$ cat src/rtl/instruction_fetch_unit.sv
// Instruction fetch unit: owns the PC, reads a combinational instruction memory,
// and buffers {pc, instruction} pairs in a small FIFO that decode drains over valid/ready.
// A redirect from execute reloads the PC and flushes the FIFO.
module instruction_fetch_unit #(
  parameter logic [31:0] RESET_VECTOR = 32'h0000_0000,
  parameter int unsigned FIFO_DEPTH   = 2
) (
  input  logic        clk,
  input  logic        rst_n,
  input  logic        fetch_enable,
  output logic [31:0] imem_address,
  input  logic [31:0] imem_data,
  output logic        instr_valid,
  input  logic        instr_ready,
  output logic [31:0] instr_data,
  output logic [31:0] instr_pc,
  input  logic        redirect_valid,
  input  logic [31:0] redirect_target
);

  localparam int unsigned PtrW = $clog2(FIFO_DEPTH);
  localparam int unsigned CntW = PtrW + 1;
  localparam logic [CntW-1:0] DepthCnt = CntW'(FIFO_DEPTH);

  logic [31:0]     pc_q, pc_d;
  logic [PtrW-1:0] wr_ptr_q, wr_ptr_d;
  logic [PtrW-1:0] rd_ptr_q, rd_ptr_d;
  logic [CntW-1:0] count_q, count_d;
  logic [31:0]     data_mem_q [FIFO_DEPTH];
  logic [31:0]     pc_mem_q   [FIFO_DEPTH];
  logic            push, pop;

  // Target is always word aligned; the low bits are deliberately dropped.
  logic unused_tgt_bits;
  assign unused_tgt_bits = ^redirect_target[1:0];

  // Head outputs come only from registered state; they read zero when empty.
  always_comb begin
    instr_valid  = (count_q != '0);
    instr_data   = instr_valid ? data_mem_q[rd_ptr_q] : 32'h0;
    instr_pc     = instr_valid ? pc_mem_q[rd_ptr_q] : 32'h0;
    imem_address = pc_q;
  end

  // Next-state for PC, pointers and count; redirect overrides push and pop.
  always_comb begin
    pop      = instr_valid & instr_ready;
    // A full FIFO may still push when its head leaves in the same cycle.
    push     = fetch_enable & ~redirect_valid & ((count_q < DepthCnt) | pop);
    pc_d     = pc_q;
    wr_ptr_d = wr_ptr_q;
    rd_ptr_d = rd_ptr_q;
    count_d  = count_q;
    if (redirect_valid) begin
      pc_d     = {redirect_target[31:2], 2'b00};
      wr_ptr_d = '0;
      rd_ptr_d = '0;
      count_d  = '0;
    end else begin
      if (push) begin
        pc_d     = pc_q + 32'd4;
        wr_ptr_d = wr_ptr_q + PtrW'(1);
      end
      if (pop) begin
        rd_ptr_d = rd_ptr_q + PtrW'(1);
      end
      count_d = count_q + CntW'(push) - CntW'(pop);
    end
  end

  // Control state with asynchronous reset.
  always_ff @(posedge clk or negedge rst_n) begin
    if (!rst_n) begin
      pc_q     <= RESET_VECTOR;
      wr_ptr_q <= '0;
      rd_ptr_q <= '0;
      count_q  <= '0;
    end else begin
      pc_q     <= pc_d;
      wr_ptr_q <= wr_ptr_d;
      rd_ptr_q <= rd_ptr_d;
      count_q  <= count_d;
    end
  end

  // FIFO storage; contents are only observed while counted valid, so no reset.
  always_ff @(posedge clk) begin
    if (push) begin
      data_mem_q[wr_ptr_q] <= imem_data;
      pc_mem_q[wr_ptr_q]   <= pc_q;
    end
  end

endmodule

$ cat config.mk
export PLATFORM = sky130hd
export DESIGN_NAME = instruction_fetch_unit
export DESIGN_NICKNAME = d
export VERILOG_FILES = /design/src/rtl/instruction_fetch_unit.sv
export SDC_FILE = /design/constraint.sdc
export NUM_CORES = 1
export LEC_CHECK = 0
export CORE_MARGIN = 2
export CORE_UTILIZATION = 30
export CTS_CLUSTER_SIZE = 40
export DETAILED_ROUTE_END_ITERATION = 8
export GPL_ROUTABILITY_DRIVEN = 1
export SLEW_MARGIN = 20
export SYNTH_ARGS = -nofsm -noshare
export SYNTH_HDL_FRONTEND = slang
export SYNTH_SLANG_ARGS = --single-unit
$ cat constraint.sdc
create_clock -name clk -period 6.79 [get_ports clk]
set_input_delay 0.679 -clock clk [delete_from_list [all_inputs] [get_ports clk]]
set_output_delay 0.679 -clock clk [all_outputs]
set_load 0.01 [all_outputs]
### Word-level counts from Yosys, hierarchy flattened

Memory sizes are Yosys's and may differ from the RTL's.
Cells that the tools add are included.

* flip-flop bits (word level): 36
* bits in latches: 0
* RAM bits: 128
* bits in read-only memories: 0
* bits of input ports: 69
* output and inout port bits: 97
* logic and storage cells: 31
* memories kept: 2

* $add $sub $neg: 5
* multipliers: 0
* divide/modulo/power cells: 0
* order comparisons: 1
* eq/ne operators: 0
* shifts and indexed selects: 0
* mux-type cells: 11
* bitwise gates (word level): 5
* reduce and logical (&&, ||, !) cells: 3

Memories
* data_mem_q: words 2, bits a word 32, read ports 1, clocked after memory_dff 0, wr ports 1, line 29 `logic [31:0] data_mem_q [FIFO_DEPTH];`
* pc_mem_q: words 2, bits a word 32, read ports 1, clocked after memory_dff 0, wr ports 1, line 30 `logic [31:0] pc_mem_q [FIFO_DEPTH];`

Operators by type and width (number)
* two-way mux 32 bit: 4
* adder 32 x 3 -> 32 bit, second input constant: 1
* two-way mux 1 bit: 6
* nonzero test 2 bit: 3
* bitwise AND 1 bit: 3
* adder 1 bit, second input constant: 2
* adder 2 x 1 -> 2 bit: 1
* less-than comparator 2 bit, second input constant: 1
* two-way mux 2 bit: 1
* subtractor 2 x 1 -> 2 bit: 1
* inverter 1 bit: 1
* bitwise OR 1 bit: 1

### Logic depth before layout (Yosys ltp)

* depth after elaboration: 7
* gate-level depth with buffers: 9
* gate-level depth less buffers: 9

### Least setup slack after synthesis

OpenSTA, ideal clock, no wires.

* kind: in2reg
* start: input redirect_valid
* end: memory data_mem_q[0][0], enable pin
* setup time: 482 ps
* data arrival time: 3649 ps
* data required time: 6308 ps
* slack: 2659 ps
* cell stages on the path: 4
* path buffers: 1
* path through: clkbuf_1 > inv_1 > nand3_1 > nor2_1

* cells in the longest elaborated chain, start to end: 5

RTL lines
* start: declaration: line 17 `input logic redirect_valid,`
* inverter 1 bit: line 49 `push = fetch_enable & ~redirect_valid & ((count_q < DepthCnt) | pop);`
* bitwise AND 1 bit (2 in a row): line 49
* two-way mux 1 bit: line 88 `if (push) begin`
* two-way mux 1 bit (not written as such): line 89 `data_mem_q[wr_ptr_q] <= imem_data;`
* end: declaration: line 29

No other way between the ends.

### Final worst setup path

* start: input instr_ready
* end: memory pc_mem_q[1][19], enable pin

* cells in the longest elaborated chain, start to end: 5

RTL lines
* start: declaration: line 14 `input logic instr_ready,`
* bitwise AND 1 bit: line 47 `pop = instr_valid & instr_ready;`
* bitwise OR 1 bit: line 49
* bitwise AND 1 bit: line 49
* two-way mux 1 bit: line 88
* two-way mux 1 bit (not written as such): line 90 `pc_mem_q[wr_ptr_q] <= pc_q;`
* end: declaration: line 30

No other way between the ends.

==> metrics.txt <==
TritonCTS Sinks=158; post-synthesis mux area share=9.76%; Yosys cell types=36; final slew viol count=0; I/O pin cnt=166; Crit-path slowest cell=nor2_4; Rel. slew slack=38.6%; Final Setup Violations=0; clock root buffer=clkbuf_16; CP Max Fanout=36; leakage power=3.10 nW; register area share after synthesis=69.5%; P&R area growth vs syn=37.7%; Fin Clk Skew=0.00428 ns; Worst Path Arrival=3.13 ns; Power Density=327 nW/um2; CTS tree=done; # diodes=0; layout cells sized above 1=7.57%; vias=4241; compound-gate portion of the synthesized area=2.55%; Clock Tree Buf Depth=2; clk slew on worst S/H paths=0.06 ns; post_cts resized=0; setup_tns=0 ns; total global routing overflow=0; die width=152 um; core area=21700 um2; number of cell rows=54; initial antenna violation count=0; area share of fa/ha/maj cells after synthesis=0.571%; DRT antenna net count=0; CP peak stage delay=0.72 ns; Crit. End Element=register; outcome=complete, no violations; Max-cap violations=0; Yosys top cell area share=56.6%; DR iter-0 viols=152; Max rail drop VDD=0.000147 V; drt pass-1 iters=4; Worst Tran Pin Value=0.921 ns; Post-CTS Hold Buffers=0; Min-Delay Path Class=primary input to asynchronous set/reset pin; family with the most delay on the worst path=simple AND/OR/NAND/NOR gates; leading area contributor after synthesis=edfxtp_1; post-synthesis sequential element count=158; Synth Area in XOR/XNOR=4.13%; drc violations=0; commonest non-fill, non-tap cells in the layout=clkdlybuf4s50_1 (157), edfxtp_1 (124), nor2_1 (67); Hold Vio Cnt, Final=0; Tot GR Track Use=13.4%; most common cell after layout, fill and taps aside=clkdlybuf4s50_1; main combinational cell family by area after synthesis=simple AND/OR/NAND/NOR gates; top cells by area, synth=edfxtp_1 (57%), dfrtp_1 (13%), mux2i_1 (9.6%); DP Cell Count=894; CP bufs+invs=2; PortBufs=159; critical-path cell list=clkdlybuf4s50_1 -> nand2b_1 -> nand3_1 -> nor2_4 -> buf_4; Via density=4.57; syn avg cell area=13.7 um2; fin cells=927; CP Launch Type=primary input; hpwl dp=10100 um; drt total wl=15300 um; Critical Path RT=6.84 ns; final period utilization=45.3%; synth warn=0; nets=706; global-route wire length before repair=24300 um; Max Fclk=325 MHz; GPL Wtd Cong=0.776; Cells after Synth=479; Final min period=3.07 ns; Setup CP Type=primary input to register; WL/cell=16.5 um; Inserted Clock Buffers=17; Die H=152 um; RSZ-0062 raised after global routing=no; H-Tree Depth=4; mapped cell area=6580 um2; Worst-Skew Late Latency=0.41 ns; number of global-route vias before repair=4403; pin count of the biggest net entering global routing=64; die area=23100 um2; initial core utilization=30.3%; Setup Buffers After CTS=0; simple-gate area share of the yosys netlist=11.1%
cell usage after synthesis, drive strengths merged:
master,count
nand4,11
o21ai,27
nand2b,2
o31ai,1
mux2i,63
nor4,6
dfrtp,34
nor3,3
xor2,16
nor2,70
xnor2,15
a31oi,1
nand2,37
mux2,1
and4,4
and4b,1
ha,3
buf,10
clkbuf,20
edfxtp,124
conb,1
or2,1
nand3,10
or4,1
and2,4
inv,5
nor2b,1
o31a,2
and3,5
cell type report:
class / count / area (um2)
sequential: 158 / 4580
tap: 280 / 350
inverter: 5 / 18.8
timing repair buffer: 163 / 1630
fill: 2027 / 12600
multi-input combinational: 289 / 1890
clock buffer: 18 / 439
clock inverter: 14 / 155
state kept, by name (all words and copies together), names as in the netlist:
register,cells
data_mem_q,64
pc_mem_q,60
imem_address,30
count_q,2
rd_ptr_q,1
wr_ptr_q,1
power by group:
part           leakage (nW)  internal [mW]  total [mW]  switching [mW]
clock                 0.288          0.558       0.952           0.394
combinational          1.25          0.417       0.780           0.363
sequential             1.56           1.14        1.23          0.0899
cells by family after synthesis:
group / count (synthesis)
AND/OR/NAND/NOR: 156
multiplexers: 64
other: 1
AO/OA/AOI/OAI: 31
adder cells (fa/ha/maj): 3
XOR/XNOR: 31
buffers and inverters: 35
flip-flops: 158
metal layers:
metal | track usage (%) | routed length (um)
met5 | 0 | 0
met4 | 3.56 | 107
met3 | 4.02 | 807
met2 | 22.3 | 7460
met1 | 17.1 | 6890
metrics by stage:
step                hold WS [ns]  utilization [%]  area, um2  total power [mW]  setup WS (ns)
floorplan                  0.383                -       6590              1.62           2.66
global placement           0.532             38.9       8440              2.03           3.29
detailed placement         0.536             38.9       8440              2.03           3.25
CTS                        0.374             41.6       9030              2.99           3.50
global route               0.414             41.8       9060              3.11           3.51
finish                     0.358             41.8       9060              2.96           3.72
worst paths after layout:
check	start	to	slack, ns	cells after the start
worst max-delay path	instr_ready	pc_mem_q[1][19]	3.72	5
worst min-delay path	rst_n	imem_address[17]	0.36	1
worst max register to register	count_q[1]	pc_mem_q[1][19]	4.05	4
worst min register to register	imem_address[12]	pc_mem_q[0][12]	0.55	0
max in group asynchronous	rst_n	rd_ptr_q	5.81	1
min in group clk	imem_address[12]	pc_mem_q[0][12]	0.55	0
Note: power is estimated with default switching activity, not from simulation.
==> variant 1, RTL diff (config.mk and constraints unchanged) <==
The parameter `FIFO_DEPTH` goes from 2 to 4.
--- a/src/rtl/instruction_fetch_unit.sv
+++ b/src/rtl/instruction_fetch_unit.sv
@@ -5,3 +5,3 @@
   parameter logic [31:0] RESET_VECTOR = 32'h0000_0000,
-  parameter int unsigned FIFO_DEPTH   = 2
+  parameter int unsigned FIFO_DEPTH   = 4
 ) (
Formal check against the unedited RTL: not equivalent (Yosys sat finds a counterexample within 4 cycles, from zero or initial values and one cycle with rst_n low).
==> variant 1 against the original RTL <==
Routed wire length rose by 75%; fmax fell by 25%; synthesized cell count rose by 36%; sequential cell count rose by 127; clock power rose by 85%; clock skew rose by 0.019 ns; power rose by 78%; worst setup slack got worse by 1.0 ns; synthesized area rose by 76%; design area rose by 63%; first-iteration DRC count rose by 91%; critical path type is now reg2out.
==> variant 1: results (changes against the original RTL) <==
GR Layer Usage met1 17.9% (was 17.1%); status finished clean (unchanged); Inserted Diodes 2 (was 0); Worst R2R Path Depth 10 (was 4); post-route cell area 14800 um2 (was 9060 um2); placed instance count 1291 (was 894); P_clk 0.00176 W (was 0.000952 W); Non-Filler Instances 1350 (was 927); clk_lat worst skew 0.57 ns (was 0.41 ns); first-pass GRT wire length 41.4 mm (was 24.3 mm); Setup WS post-layout 2.69 ns (was 3.72 ns); final RePlAce weighted congestion 0.747 (was 0.776); r2r setup slk 3.79 ns (was 4.05 ns); die area 40100 um2 (was 23100 um2); total area of sequential cells 8380 um2 (was 4580 um2); routing usage on met2 22.2% (was 22.3%); Worst R2R Start count_q[2] (was count_q[1]); grt met3 use 2.78% (was 4.02%); number of flops mapped to enable cells by yosys 248 (was 124); CP arrival 3.42 ns (was 3.13 ns); post-DP HPWL 16.1 mm (was 10.1 mm); placed cell area 13700 um2 (was 8440 um2); largest cells by area after synthesis edfxtp_1, mux4_2, dfrtp_1 (was edfxtp_1, dfrtp_1, mux2i_1); crit path max fanout 43 (was 36); gr usage total 13.4% (about the same); Commonest cells post-synth edfxtp_1, and2_1, mux4_2 (was edfxtp_1, nor2_1, mux2i_1); R2R Path End count_q[2] (was pc_mem_q[1][19]); metal3 WL 1.37 mm (was 807 um); routed vias/inst 4.72 (was 4.57); CP delay by family, top flip-flops (was simple AND/OR/NAND/NOR gates); Leak Pwr 4.75 nW (was 3.10 nW); vias in the first global route 6885 (was 4403); layout filler cell count 3587 (was 2027); CTS sink cnt 285 (was 158); inverters 7 (was 5); number of flip-flops in the largest register 128 (was 64); clock network contribution to total cell area 7.30% (was 6.56%); Longest Clk Path Bufs 3 (was 2); clkbuf count 44 (was 18); 1st-iter DRT viols 291 (was 152); fin nets 890 (was 706); area share of buffers outside the clock network 11.1% (was 18.0%); Syn Area/Cell 17.8 um2 (was 13.7 um2); share of layout cells above drive strength 1 15.3% (was 7.57%)
-- variant 1: kinds of logic after synthesis --
| group | synth area share [%] |
|---|---|
| buffers and inverters | 1.80 |
| other | 0.0324 |
| XOR/XNOR | 0.985 |
| AND/OR/NAND/NOR | 8.97 |
| adder cells (fa/ha/maj) | 0.930 |
| multiplexers | 12.2 |
| AO/OA/AOI/OAI | 2.73 |
| flip-flops | 72.4 |
-- variant 1: worst max-delay path by stage --
| stage | startpoint | end | slack, ns | cells after the start |
|---|---|---|---|---|
| global route | rd_ptr_q[0] | instr_data[14] | 2.39 | 4 |
| finish | rd_ptr_q[0] | instr_data[14] | 2.69 | 4 |
| global placement | rd_ptr_q[0] | instr_data[20] | 3.15 | 4 |
| CTS | rd_ptr_q[0] | instr_data[14] | 2.52 | 4 |
| detailed placement | rd_ptr_q[0] | instr_data[14] | 3.13 | 4 |
| floorplan | instr_ready | data_mem_q[0][0] | 3.73 | 4 |
==> variant 2, RTL diff (same flow settings) <==
Made on the original files. Reset style: synchronous (`rst_n`), changed in one clocked block. Comments in the files are not updated.
--- a/src/rtl/instruction_fetch_unit.sv
+++ b/src/rtl/instruction_fetch_unit.sv
@@ -71,3 +71,3 @@
   // Control state with asynchronous reset.
-  always_ff @(posedge clk or negedge rst_n) begin
+  always_ff @(posedge clk) begin
     if (!rst_n) begin
Function: differs if rst_n is asserted again (counterexample within 4 cycles, from zero or initial values and one cycle with rst_n low); with rst_n held inactive, the same outputs for 4 cycles.
==> variant 2 against the original RTL <==
Utilization shrank 0.47 points; register-to-register slack about the same; design area up 3.2%; routed wire length increased by 14%; worst setup slack got worse by 0.38 ns; sequential share of layout area fell by 3.2 points; sequential cell count rose by 1; synthesized area rose by 5.3%; largest cell class unchanged; highest routed layer unchanged.
Power is not compared: it rests on default switching activity, and its combinational part moved more than twofold at a synthesized area within 25%.
==> variant 2: results (changes against the original RTL) <==
crit path max fanout 56 (was 36); layout filler cell count 2130 (was 2027); placed instance count 966 (was 894); crit path to pc_mem_q[0][21] (was pc_mem_q[1][19]); post-DP HPWL 11.2 mm (was 10.1 mm); number of flops mapped to enable cells by yosys 124 (unchanged); Worst R2R Path Depth 4 (unchanged); CP arrival 3.50 ns (was 3.13 ns); Max H-tree Level 4 (unchanged); fin nets 771 (was 706); gr usage total 14.1% (was 13.4%); TritonCTS buffer count 17 (unchanged); Synth cell types 61 (was 36); largest net degree at the start of global routing 64 (unchanged); 1st-iter DRT viols 373 (was 152); Worst R2R Start count_q[1] (unchanged); Syn. warnings 0 (unchanged); first-pass GRT wire length 26.3 mm (was 24.3 mm); Worst path max stage delay 0.65 ns (was 0.72 ns); Reg clk slew, reported paths 0.06 ns (about the same); r2r setup slk 4.04 ns (was 4.05 ns); routed vias/inst 4.95 (was 4.57); Seq/Total Area, Yosys 63.9% (was 69.5%); Inserted Diodes 0 (unchanged); Post-CTS Setup Bufs 0 (unchanged); number of flip-flops in the largest register 64 (unchanged); Routed WL 17.3 mm (was 15.3 mm); peak supply drop 129 uV; HP Class reg2reg (was in2async); vias in the first global route 4626 (was 4403); final RePlAce weighted congestion 0.797 (was 0.776); initial antenna violation count 0 (unchanged); status finished clean (unchanged); share of layout cells above drive strength 1 7.43% (was 7.57%); TritonRoute pass-1 iters 4 (unchanged); largest cells by area after synthesis edfxtp_1, dfxtp_1, mux2i_1 (was edfxtp_1, dfrtp_1, mux2i_1); CTS sink cnt 159 (was 158); Worst Skew 0.00827 ns (was 0.00428 ns); Post-Syn Instances 553 (was 479); cts repair resizes 0 (unchanged); Non-Filler Instances 998 (was 927); CP max stage cell buf_4 (was nor2_4); Commonest cells post-synth edfxtp_1, nor2_1, mux2i_1 (unchanged); worst setup path start fetch_enable (was instr_ready); Port-buffer cells 159 (unchanged); Slew @ Worst Pin 0.933 ns (was 0.921 ns); Longest Clk Path Bufs 2 (unchanged); asr flop ratio synth 0% (was 21.5%)
[variant 2: cell types whose count changed after synthesis, moves of 9 or more]
cell	before	now
dfxtp_1	0	35
dfrtp_1	34	0
xnor2_1	15	2
a21oi_1	0	12
o21ai_0	27	15
nand4_1	10	20
xor2_1	16	6
nand2_1	37	28
[variant 2: how the worst min path moves through the flow]
stage,start,end,slack [ns]
floorplan,rd_ptr_q,flip-flop,0.47
global placement,rd_ptr_q,flip-flop,0.48
detailed placement,rd_ptr_q,flip-flop,0.49
CTS,rd_ptr_q,rd_ptr_q,0.51
global route,rd_ptr_q,rd_ptr_q,0.56
finish,rd_ptr_q,rd_ptr_q,0.51
[variant 2: cell type report]
type / count / share of cell area [%]
Clock inverter: 13 / 1.50
Clock buffer: 19 / 4.74
Inverter: 7 / 0.281
Sequential cell: 159 / 47.4
Multi-Input combinational cell: 349 / 24.6
Timing Repair Buffer: 166 / 17.7
Tap cell: 285 / 3.81
[variant 2: worst reg2reg max path: cells and delay by family (launching register included)]
family | cells | cell delay [ns]
simple gates | 3 | 1.26
buf+inv | 1 | 0.65
flops | 1 | 0.38
[variant 2: logic make-up after synthesis]
| group | share of synthesized area (%) |
|---|---|
| AND/OR/NAND/NOR | 14.7 |
| flip-flops | 63.9 |
| AO/OA/AOI/OAI | 7.48 |
| multiplexers | 9.10 |
| buffers and inverters | 3.38 |
| XOR/XNOR | 1.01 |
| adder cells (fa/ha/maj) | 0.361 |
| other | 0.0541 |
[variant 2: power breakdown]
group / total (W) / internal [W] / switching, W
Clock: 0.000937 / 0.000552 / 0.000385
Sequential: 0.00112 / 0.00109 / 0.0000344
Combinational: 0.000198 / 0.000105 / 0.0000929
Total: 0.00226 / 0.00174 / 0.000513
[variant 2: layer usage]
layer	global-route usage, %	routed length (um)
met1	19.1	8150
met2	22.4	8060
met3	3.67	1010
met4	3.76	102
met5	0	0
[variant 2: through the flow]
step	worst slack (ns)	area (um2)	hold slack, ns
after floorplan	2.30	6940	0.472
after global placement	2.89	8750	0.484
after detailed placement	2.87	8770	0.486
after CTS	3.32	9350	0.514
after global routing	3.02	9350	0.560
final	3.33	9350	0.509
